File: src/rtl/databus_arbiter.sv
// databus_arbiter: 4-requester round-robin bus arbiter with a per-owner hold limit.
// Define DBUS_ARB_PRIO0_EN to give requester 0 absolute priority. Requester 0 then
// preempts any other owner and is exempt from the hold limit.
// Without DBUS_ARB_PRIO0_EN the arbiter is pure round-robin.
module databus_arbiter #(
  parameter int unsigned MAX_HOLD = 4
) (
  input  logic       clk,
  input  logic       reset,
  input  logic [3:0] req,
  input  logic [3:0] reg_in0,
  input  logic [3:0] reg_in1,
  input  logic [3:0] reg_in2,
  input  logic [3:0] reg_in3,
  output logic [3:0] grant,
  output logic [1:0] select_source,
  output logic       bus_valid,
  output logic [3:0] databus
);

  localparam int unsigned NREQ  = 4;
  localparam int unsigned IDX_W = 2;
  localparam int unsigned CNT_W = 4;
  localparam logic [CNT_W-1:0] HOLD_LIMIT = CNT_W'(MAX_HOLD);
  localparam logic [CNT_W-1:0] HOLD_SAT   = {CNT_W{1'b1}};

  typedef enum logic {IDLE = 1'b0, GRANT = 1'b1} state_e;

  state_e             state_q, state_d;
  logic [NREQ-1:0]    grant_q, grant_d;
  logic [IDX_W-1:0]   sel_q, sel_d;
  logic               valid_q, valid_d;
  logic [CNT_W-1:0]   hold_q, hold_d;
  logic [IDX_W-1:0]   ptr_q, ptr_d;
  logic [IDX_W-1:0]   rel_ptr;

  // First set request bit searching p, p+1, ... mod 4 (caller guarantees r != 0)
  function automatic logic [IDX_W-1:0] rr_pick(input logic [IDX_W-1:0] p,
                                               input logic [NREQ-1:0] r);
    logic [IDX_W-1:0] idx;
    logic             found;
    rr_pick = p;
    found   = 1'b0;
    for (int unsigned k = 0; k < NREQ; k++) begin
      idx = p + IDX_W'(k);
      if (!found && r[idx]) begin
        rr_pick = idx;
        found   = 1'b1;
      end
    end
  endfunction

  // Winner of a fresh arbitration from pointer p
  function automatic logic [IDX_W-1:0] arb_pick(input logic [IDX_W-1:0] p,
                                                input logic [NREQ-1:0] r);
`ifdef DBUS_ARB_PRIO0_EN
    arb_pick = r[0] ? IDX_W'(0) : rr_pick(p, r);
`else
    arb_pick = rr_pick(p, r);
`endif
  endfunction

  // Next-state and registered-output computation
  always_comb begin
    state_d = state_q;
    sel_d   = sel_q;
    hold_d  = hold_q;
    ptr_d   = ptr_q;
    rel_ptr = sel_q + IDX_W'(1);

    case (state_q)
      IDLE: begin
        if (|req) begin
          state_d = GRANT;
          sel_d   = arb_pick(ptr_q, req);
          hold_d  = CNT_W'(1);
        end
      end
      GRANT: begin
`ifdef DBUS_ARB_PRIO0_EN
        if (sel_q != IDX_W'(0) && req[0]) begin
          sel_d  = IDX_W'(0);
          hold_d = CNT_W'(1);
          ptr_d  = rel_ptr;
        end else if (sel_q == IDX_W'(0) && req[0]) begin
          hold_d = (hold_q == HOLD_SAT) ? hold_q : hold_q + CNT_W'(1);
        end else
`endif
        if (req[sel_q] && hold_q < HOLD_LIMIT) begin
          hold_d = hold_q + CNT_W'(1);
        end else begin
          ptr_d = rel_ptr;
          if (|req) begin
            sel_d  = arb_pick(rel_ptr, req);
            hold_d = CNT_W'(1);
          end else begin
            state_d = IDLE;
          end
        end
      end
      default: state_d = IDLE;
    endcase

    grant_d = (state_d == GRANT) ? (NREQ'(1) << sel_d) : '0;
    valid_d = (state_d == GRANT);
  end

  // State and output registers with synchronous reset
  always_ff @(posedge clk) begin
    if (reset) begin
      state_q <= IDLE;
      grant_q <= '0;
      sel_q   <= '0;
      valid_q <= 1'b0;
      hold_q  <= '0;
      ptr_q   <= '0;
    end else begin
      state_q <= state_d;
      grant_q <= grant_d;
      sel_q   <= sel_d;
      valid_q <= valid_d;
      hold_q  <= hold_d;
      ptr_q   <= ptr_d;
    end
  end

  assign grant         = grant_q;
  assign select_source = sel_q;
  assign bus_valid     = valid_q;

  // Shared bus mux, forced to zero while nobody owns the bus
  always_comb begin
    databus = '0;
    if (valid_q) begin
      case (sel_q)
        2'd0:    databus = reg_in0;
        2'd1:    databus = reg_in1;
        2'd2:    databus = reg_in2;
        default: databus = reg_in3;
      endcase
    end
  end

endmodule

File: config.mk
export PLATFORM = sky130hd
export DESIGN_NAME = databus_arbiter
export DESIGN_NICKNAME = d
export VERILOG_FILES = /design/src/rtl/databus_arbiter.sv
export SDC_FILE = /design/constraint.sdc
export NUM_CORES = 1
export LEC_CHECK = 0
export ABC_CLOCK_PERIOD_IN_PS = 2300
export CAP_MARGIN = 15
export CELL_PAD_IN_SITES_DETAIL_PLACEMENT = 1
export CELL_PAD_IN_SITES_GLOBAL_PLACEMENT = 2
export CORE_MARGIN = 2
export CORE_UTILIZATION = 23
export CTS_CLUSTER_SIZE = 14
export DETAILED_ROUTE_END_ITERATION = 6
export PLACE_DENSITY = 0.73
export SYNTH_ARGS = -nofsm -noshare
export SYNTH_HDL_FRONTEND = slang
export SYNTH_SLANG_ARGS = --single-unit
File: constraint.sdc
create_clock -name clk -period 2.3 [get_ports clk]
set_clock_uncertainty 0.2 [all_clocks]
set_input_delay 0.46 -clock clk [delete_from_list [all_inputs] [get_ports clk]]
set_output_delay 0.46 -clock clk [all_outputs]
set_load 0.05 [all_outputs]
; After elaboration in Yosys (flattened, before gate mapping)
; Cells that the tools add are included.
[op_classes]
addsub = 8
n_mul = 0
n_div = 0
order_cmp = 10
n_eq_ne = 2
shifts = 1
mux = 57
bitwise = 3
reduce_logical = 17
[op_table]
columns = operator, count
row1 = 2-to-1 mux 1 bit, 32
row2 = "less-than comparator 2 x 3 -> 1 bit, second input constant", 9
row3 = binary-select mux 1 bit (select 2 bit), 9
row4 = 2-to-1 mux 2 bit, 9
row5 = 2-to-1 mux 4 bit, 3
row6 = case mux 4 bit (3 select lines), 1
row7 = "adder 2 bit, second input constant", 4
row8 = case mux 4 bit (2 select lines), 1
row9 = logical AND 1 bit, 7
row10 = "adder 2 x 1 -> 2 bit, second input constant", 3
row11 = zero test 1 bit, 6
row12 = "adder 4 x 1 -> 4 bit, second input constant", 1
row13 = "less-than comparator 4 x 3 -> 1 bit, second input constant", 1
row14 = case mux 2 bit (2 select lines), 1
row15 = OR reduction 4 bit, 1
row16 = "<< shifter 1 x 2 -> 4 bit, first input constant", 1
row17 = inverter 1 bit, 3
row18 = "== test 2 x 1 -> 1 bit, second input constant", 1
row19 = "== test 2 bit, second input constant", 1
row20 = zero test 2 bit, 1
row21 = case mux 1 bit (2 select lines), 1
row22 = AND reduction 2 bit, 1
row23 = OR reduction 2 bit, 1
[totals]
ff_bits = 13
latch_bits = 0
ramBits = 0
mem_bits_ro = 0
inputBits = 22
out_inout_bits = 11
wordCells = 103
mem_count = 0

; Depth between registers and ports, before layout
[logic_depth]
depth_word = 26
ltp_mapped = 9
mapped_depth_nobuf = 8

; Worst setup path before layout
; Ideal clock, no wire load.
[synth_timing]
path_type = register to register
startpoint = register sel_q[0], in the netlist select_source[0]
endpoint = register sel_q[0], in the netlist select_source[0]
setup_ns = 0.127
arrival_ns = 2.422
t_required_ns = 1.973
setup_slack_ns = -0.449
path_stages_with_launch = 9
n_path_buf = 1
synth_period_minus_slack_ns = 2.749
cell_sequence = dfxtp_1 buf_2 inv_1 ha_1 nor4bb_1 a211oi_2 o211ai_4 nor3b_2 or3_1
[synth_via]
elab_chain_len = 25
word_cells_on_any_way = 40
cone_classes = add/sub (4) / mux (29) / reduce/logical (7)
[synth_lines]
columns = element, line
row1 = from (decl), 31  ; logic [IDX_W-1:0] sel_q, sel_d;
row2 = from (signal assigned), 120  ; sel_q <= sel_d;
row3 = adder 2 x 1 -> 2 bit *, 69  ; rel_ptr = sel_q + IDX_W'(1);
row4 = net rel_ptr[0], 35  ; logic [IDX_W-1:0] rel_ptr;
row5 = binary-select mux 1 bit (select 2 bit), 46  ; if (!found && r[idx]) begin
row6 = 2-to-1 mux 1 bit (implied by the code), 46
row7 = 2-to-1 mux 1 bit, 46
row8 = 2-to-1 mux 1 bit, 93  ; if (|req) begin
row9 = 2-to-1 mux 1 bit, 89  ; if (req[sel_q] && hold_q < HOLD_LIMIT) begin
row10 = 2-to-1 mux 1 bit, 71  ; case (state_q)
row11 = [10 not listed], --
row12 = 2-to-1 mux 1 bit, 89
row13 = 2-to-1 mux 1 bit, 71
row14 = zero test 1 bit, 46
row15 = logical AND 1 bit, 46
row16 = 2-to-1 mux 2 bit *, 46
row17 = 2-to-1 mux 2 bit *, 93
row18 = 2-to-1 mux 2 bit *, 89
row19 = case mux 2 bit (2 select lines) *, 71
; Mark *: on every way through the listed nets, which the timed path passes. The rest lies on a longest branch. The select of a mux whose other input is x is not followed.
; A chain may end at the register's enable or synchronous reset.

; Worst setup path in the final report
[layout_timing]
startpoint = register sel_q[1], in the netlist select_source[1]
endpoint = output port databus[0]
[layout_via]
elab_chain_len = 3
word_cells_on_any_way = 5
cone_classes = eq/ne (2) / mux (2) / reduce/logical (1)
[layout_lines]
columns = element, line
row1 = == test 2 bit (tied with other cells), 135  ; case (sel_q)
row2 = case mux 4 bit (3 select lines) *, 135
row3 = 2-to-1 mux 4 bit *, 134  ; if (valid_q) begin
row4 = to (decl), 18  ; output logic [3:0] databus
; Mark *: on every way between the ends. The rest lies on a longest branch, timed or not.

==> results by group <==
Cells and area
  – Share of layout cells above drive strength 1: 0.412
  – Final-layout fill cell count: 472
  – Synth-to-Final Area Change: 72.1%
  – Multi-input logic area: 769 um2
  – Antenna Cells: 0
  – Final nets: 198
  – Register area: 265 um2

Logic synthesis
  – Post-synth EDFFs: 0
  – Post-synthesis sequential area ratio: 0.260
  – Number of warnings issued by yosys: 0
  – Gate Count Post-Synth: 114
  – Mapped Area: 1000 um2
  – Post-synth ARST share: 0
  – Yosys reg bits: 13
  – Primary FF master, synth: dfxtp_1
  – Syn Area/Cell: 8.77 um2
  – Synth unique cells: 41
  – Syn nets: 141

Worst hold path
  – Hold depth: 1
  – Hold Path Sink: hold_q[0]
  – Hold Crit Start: hold_q[0]
  – Hold WC Path Type: flop to flop

Setup path
  – Crit path arrival time: 1.68 ns
  – Worst-path fanout max: 4
  – Critical path type: flop to primary output
  – Worst r2r dst: grant[3]
  – Worst r2r src: select_source[0]
  – Worst path required time: 1.64 ns
  – Flop2flop setup slack: 0.07 ns
  – Crit. End Element: primary output
  – CP Launch Type: flop
  – R2R depth: 8

Clocking
  – Reg clk slew, reported paths: 0.06 ns
  – Post-CTS Hold Fix Bufs: 0
  – CTS max path bufs: 2
  – Num CTS Buffers: 3
  – TritonCTS clock tree: built
  – H-tree depth: 1
  – Worst-Skew Late Latency: 0.24 ns
  – Root Buffer: clkbuf_8
  – CTS sink count: 13

Run status
  – Run status: complete, but fails checks
  – Failing checks: negative setup slack

Drt
  – Routed Antenna Nets: 0
  – Vias: 1,094
  – Final WL: 3390 um
  – Drt initial violations: 25
  – Wire per inst: 15.4 um
  – DRC viols: 0
  – Vias/cell: 4.97
  – First-pass DRT Iterations: 4

Global routing
  – Grt ovf: 0
  – Initial antenna violation count: 0
  – Overall global routing resource usage: 0.137
  – Vias in the first global route: 1,167
  – Largest net degree at the start of global routing: 12
  – First-pass GRT wire length: 5520 um

Timing
  – Hold_ws: 0.301 ns
  – Setup WS post-layout: -0.0374 ns
  – Final Setup Violations: 4
  – Slew margin rel.: 0.667
  – Slew Viols, Final: 0
  – Crit share post-route: 1.02
  – Unrepaired setup endpoints after global routing: yes
  – Fmax: 428 MHz
  – Crit path time final: 2.34 ns
  – Final Hold Viols: 0
  – Slew @ Worst Pin: 0.499 ns

Floorplan
  – # rows: 23
  – Total Die Area: 0.00489 mm2
  – Core area: 0.00409 mm2
  – Die Wd: 69.9 um
  – I/O pin cnt: 33
  – Die height: 69.9 um
  – Starting Density: 0.245

Power
  – P per Cell Area: 591 mW/mm2
  – Total power: 1.02 mW
  – Pleak: 0.708 nW
  – Maximum vdd ir drop: 0.000350 V

Placed design
  – I/O Buffers: 32
  – DP HPWL: 2530 um
  – Global placement routability congestion: 0.839

Job
  – Max Cap Viol: 0
==> through the flow <==
stage | cell area [um2] | utilization | instances | setup WS, ns | setup TNS (ns)
floorplan | 1020 | - | 114 | 0.00535 | 0
global placement | 1490 | 0.364 | 209 | -0.354 | -2.80
detailed placement | 1490 | 0.364 | 209 | -0.404 | -3.43
CTS | 1630 | 0.398 | 216 | -0.0713 | -0.252
global route | 1720 | 0.421 | 220 | -0.129 | -0.526
finish | 1720 | 0.421 | 220 | -0.0374 | -0.0907
==> state kept, by name, indices dropped and copies added (netlist names) <==
name,count
hold_q,4
ptr_q,2
grant,4
select_source,2
bus_valid,1
==> worst max path at each step <==
stage	startpoint	to	slack, ns	cells past startpoint
after floorplan	select_source[0]	select_source[0]	0.005	8
after global placement	req[2]	grant[1]	-0.35	7
after detailed placement	req[2]	grant[1]	-0.40	7
after CTS	select_source[1]	databus[0]	-0.07	7
after global routing	select_source[1]	databus[0]	-0.13	7
final	select_source[1]	databus[0]	-0.04	7
==> power by group <==
part           switching, mW  total (mW)  internal, mW
Sequential            0.0178       0.267         0.249
Combinational          0.296       0.548         0.252
Clock                 0.0791       0.201         0.122
==> cell families (layout without fill, tap and decap cells) <==
group | count (synthesis) | count (layout) | share of synthesized area
compound gates | 32 | 32 | 0.263
fa+ha+maj | 5 | 5 | 0.0626
mux | 3 | 3 | 0.0426
buf+inv | 13 | 69 | 0.0688
simple gates | 48 | 48 | 0.303
flops | 13 | 13 | 0.260
==> layout by cell type (no fill, tap or decap), drive strengths merged, types with 4 or more instances in the layout <==
master	count
dfxtp	13
nor2b	7
clkdlybuf4s50	19
clkbuf	4
nor3b	4
nor2	20
nor4	5
inv	6
a211oi	5
nand2	5
a222oi	4
ha	5
dlygate4sd2	4
buf	33
a21oi	9
==> cells in the mapped netlist (2+ instances only) <==
library cell / instances / share of area
nor2_1: 19 / 0.071
ha_1: 5 / 0.063
a211oi_2: 2 / 0.025
nand2_1: 4 / 0.015
a211oi_1: 3 / 0.023
inv_1: 5 / 0.019
buf_2: 4 / 0.020
dfxtp_1: 13 / 0.26
mux2i_1: 2 / 0.020
nor2b_1: 6 / 0.038
o21ai_0: 3 / 0.015
buf_6: 2 / 0.023
a222oi_1: 4 / 0.040
a21oi_1: 8 / 0.040
nor3b_1: 3 / 0.023
nor4_1: 3 / 0.019
and3b_1: 3 / 0.026
a22oi_1: 2 / 0.015
==> worst max-delay path, stage by stage (launching register included) <==
cell and delay, ns:
dfxtp_2 0.34, buf_12 0.12, ha_4 0.16, a222oi_1 0.38, nor2_1 0.10, a21oi_2 0.13
nor2_2 0.05, buf_6 0.15
==> layout make-up <==
class | instances | share of cell area
clock buffer | 4 | 0.0262
multi-input combinational | 88 | 0.447
timing repair buffer | 59 | 0.323
sequential | 13 | 0.154
tap | 50 | 0.0364
inverter | 6 | 0.0131
==> layer usage <==
layer  GRT usage  vias up  share of wire
met5           0        -              0
met4      0.0128        0         0.0029
met3      0.0390        3          0.059
li1            -      536              -
met1       0.149      520           0.41
met2       0.270       35           0.53
==> timing repair <==
item / in CTS / in global routing
resized for setup: 19 / 16
setup endpoints to repair: 10 / 12
pin swaps: 8 / 6
setup buffers: 3 / 2
cloned: 0 / 2
No activity file was read; power rests on OpenSTA's default activity.
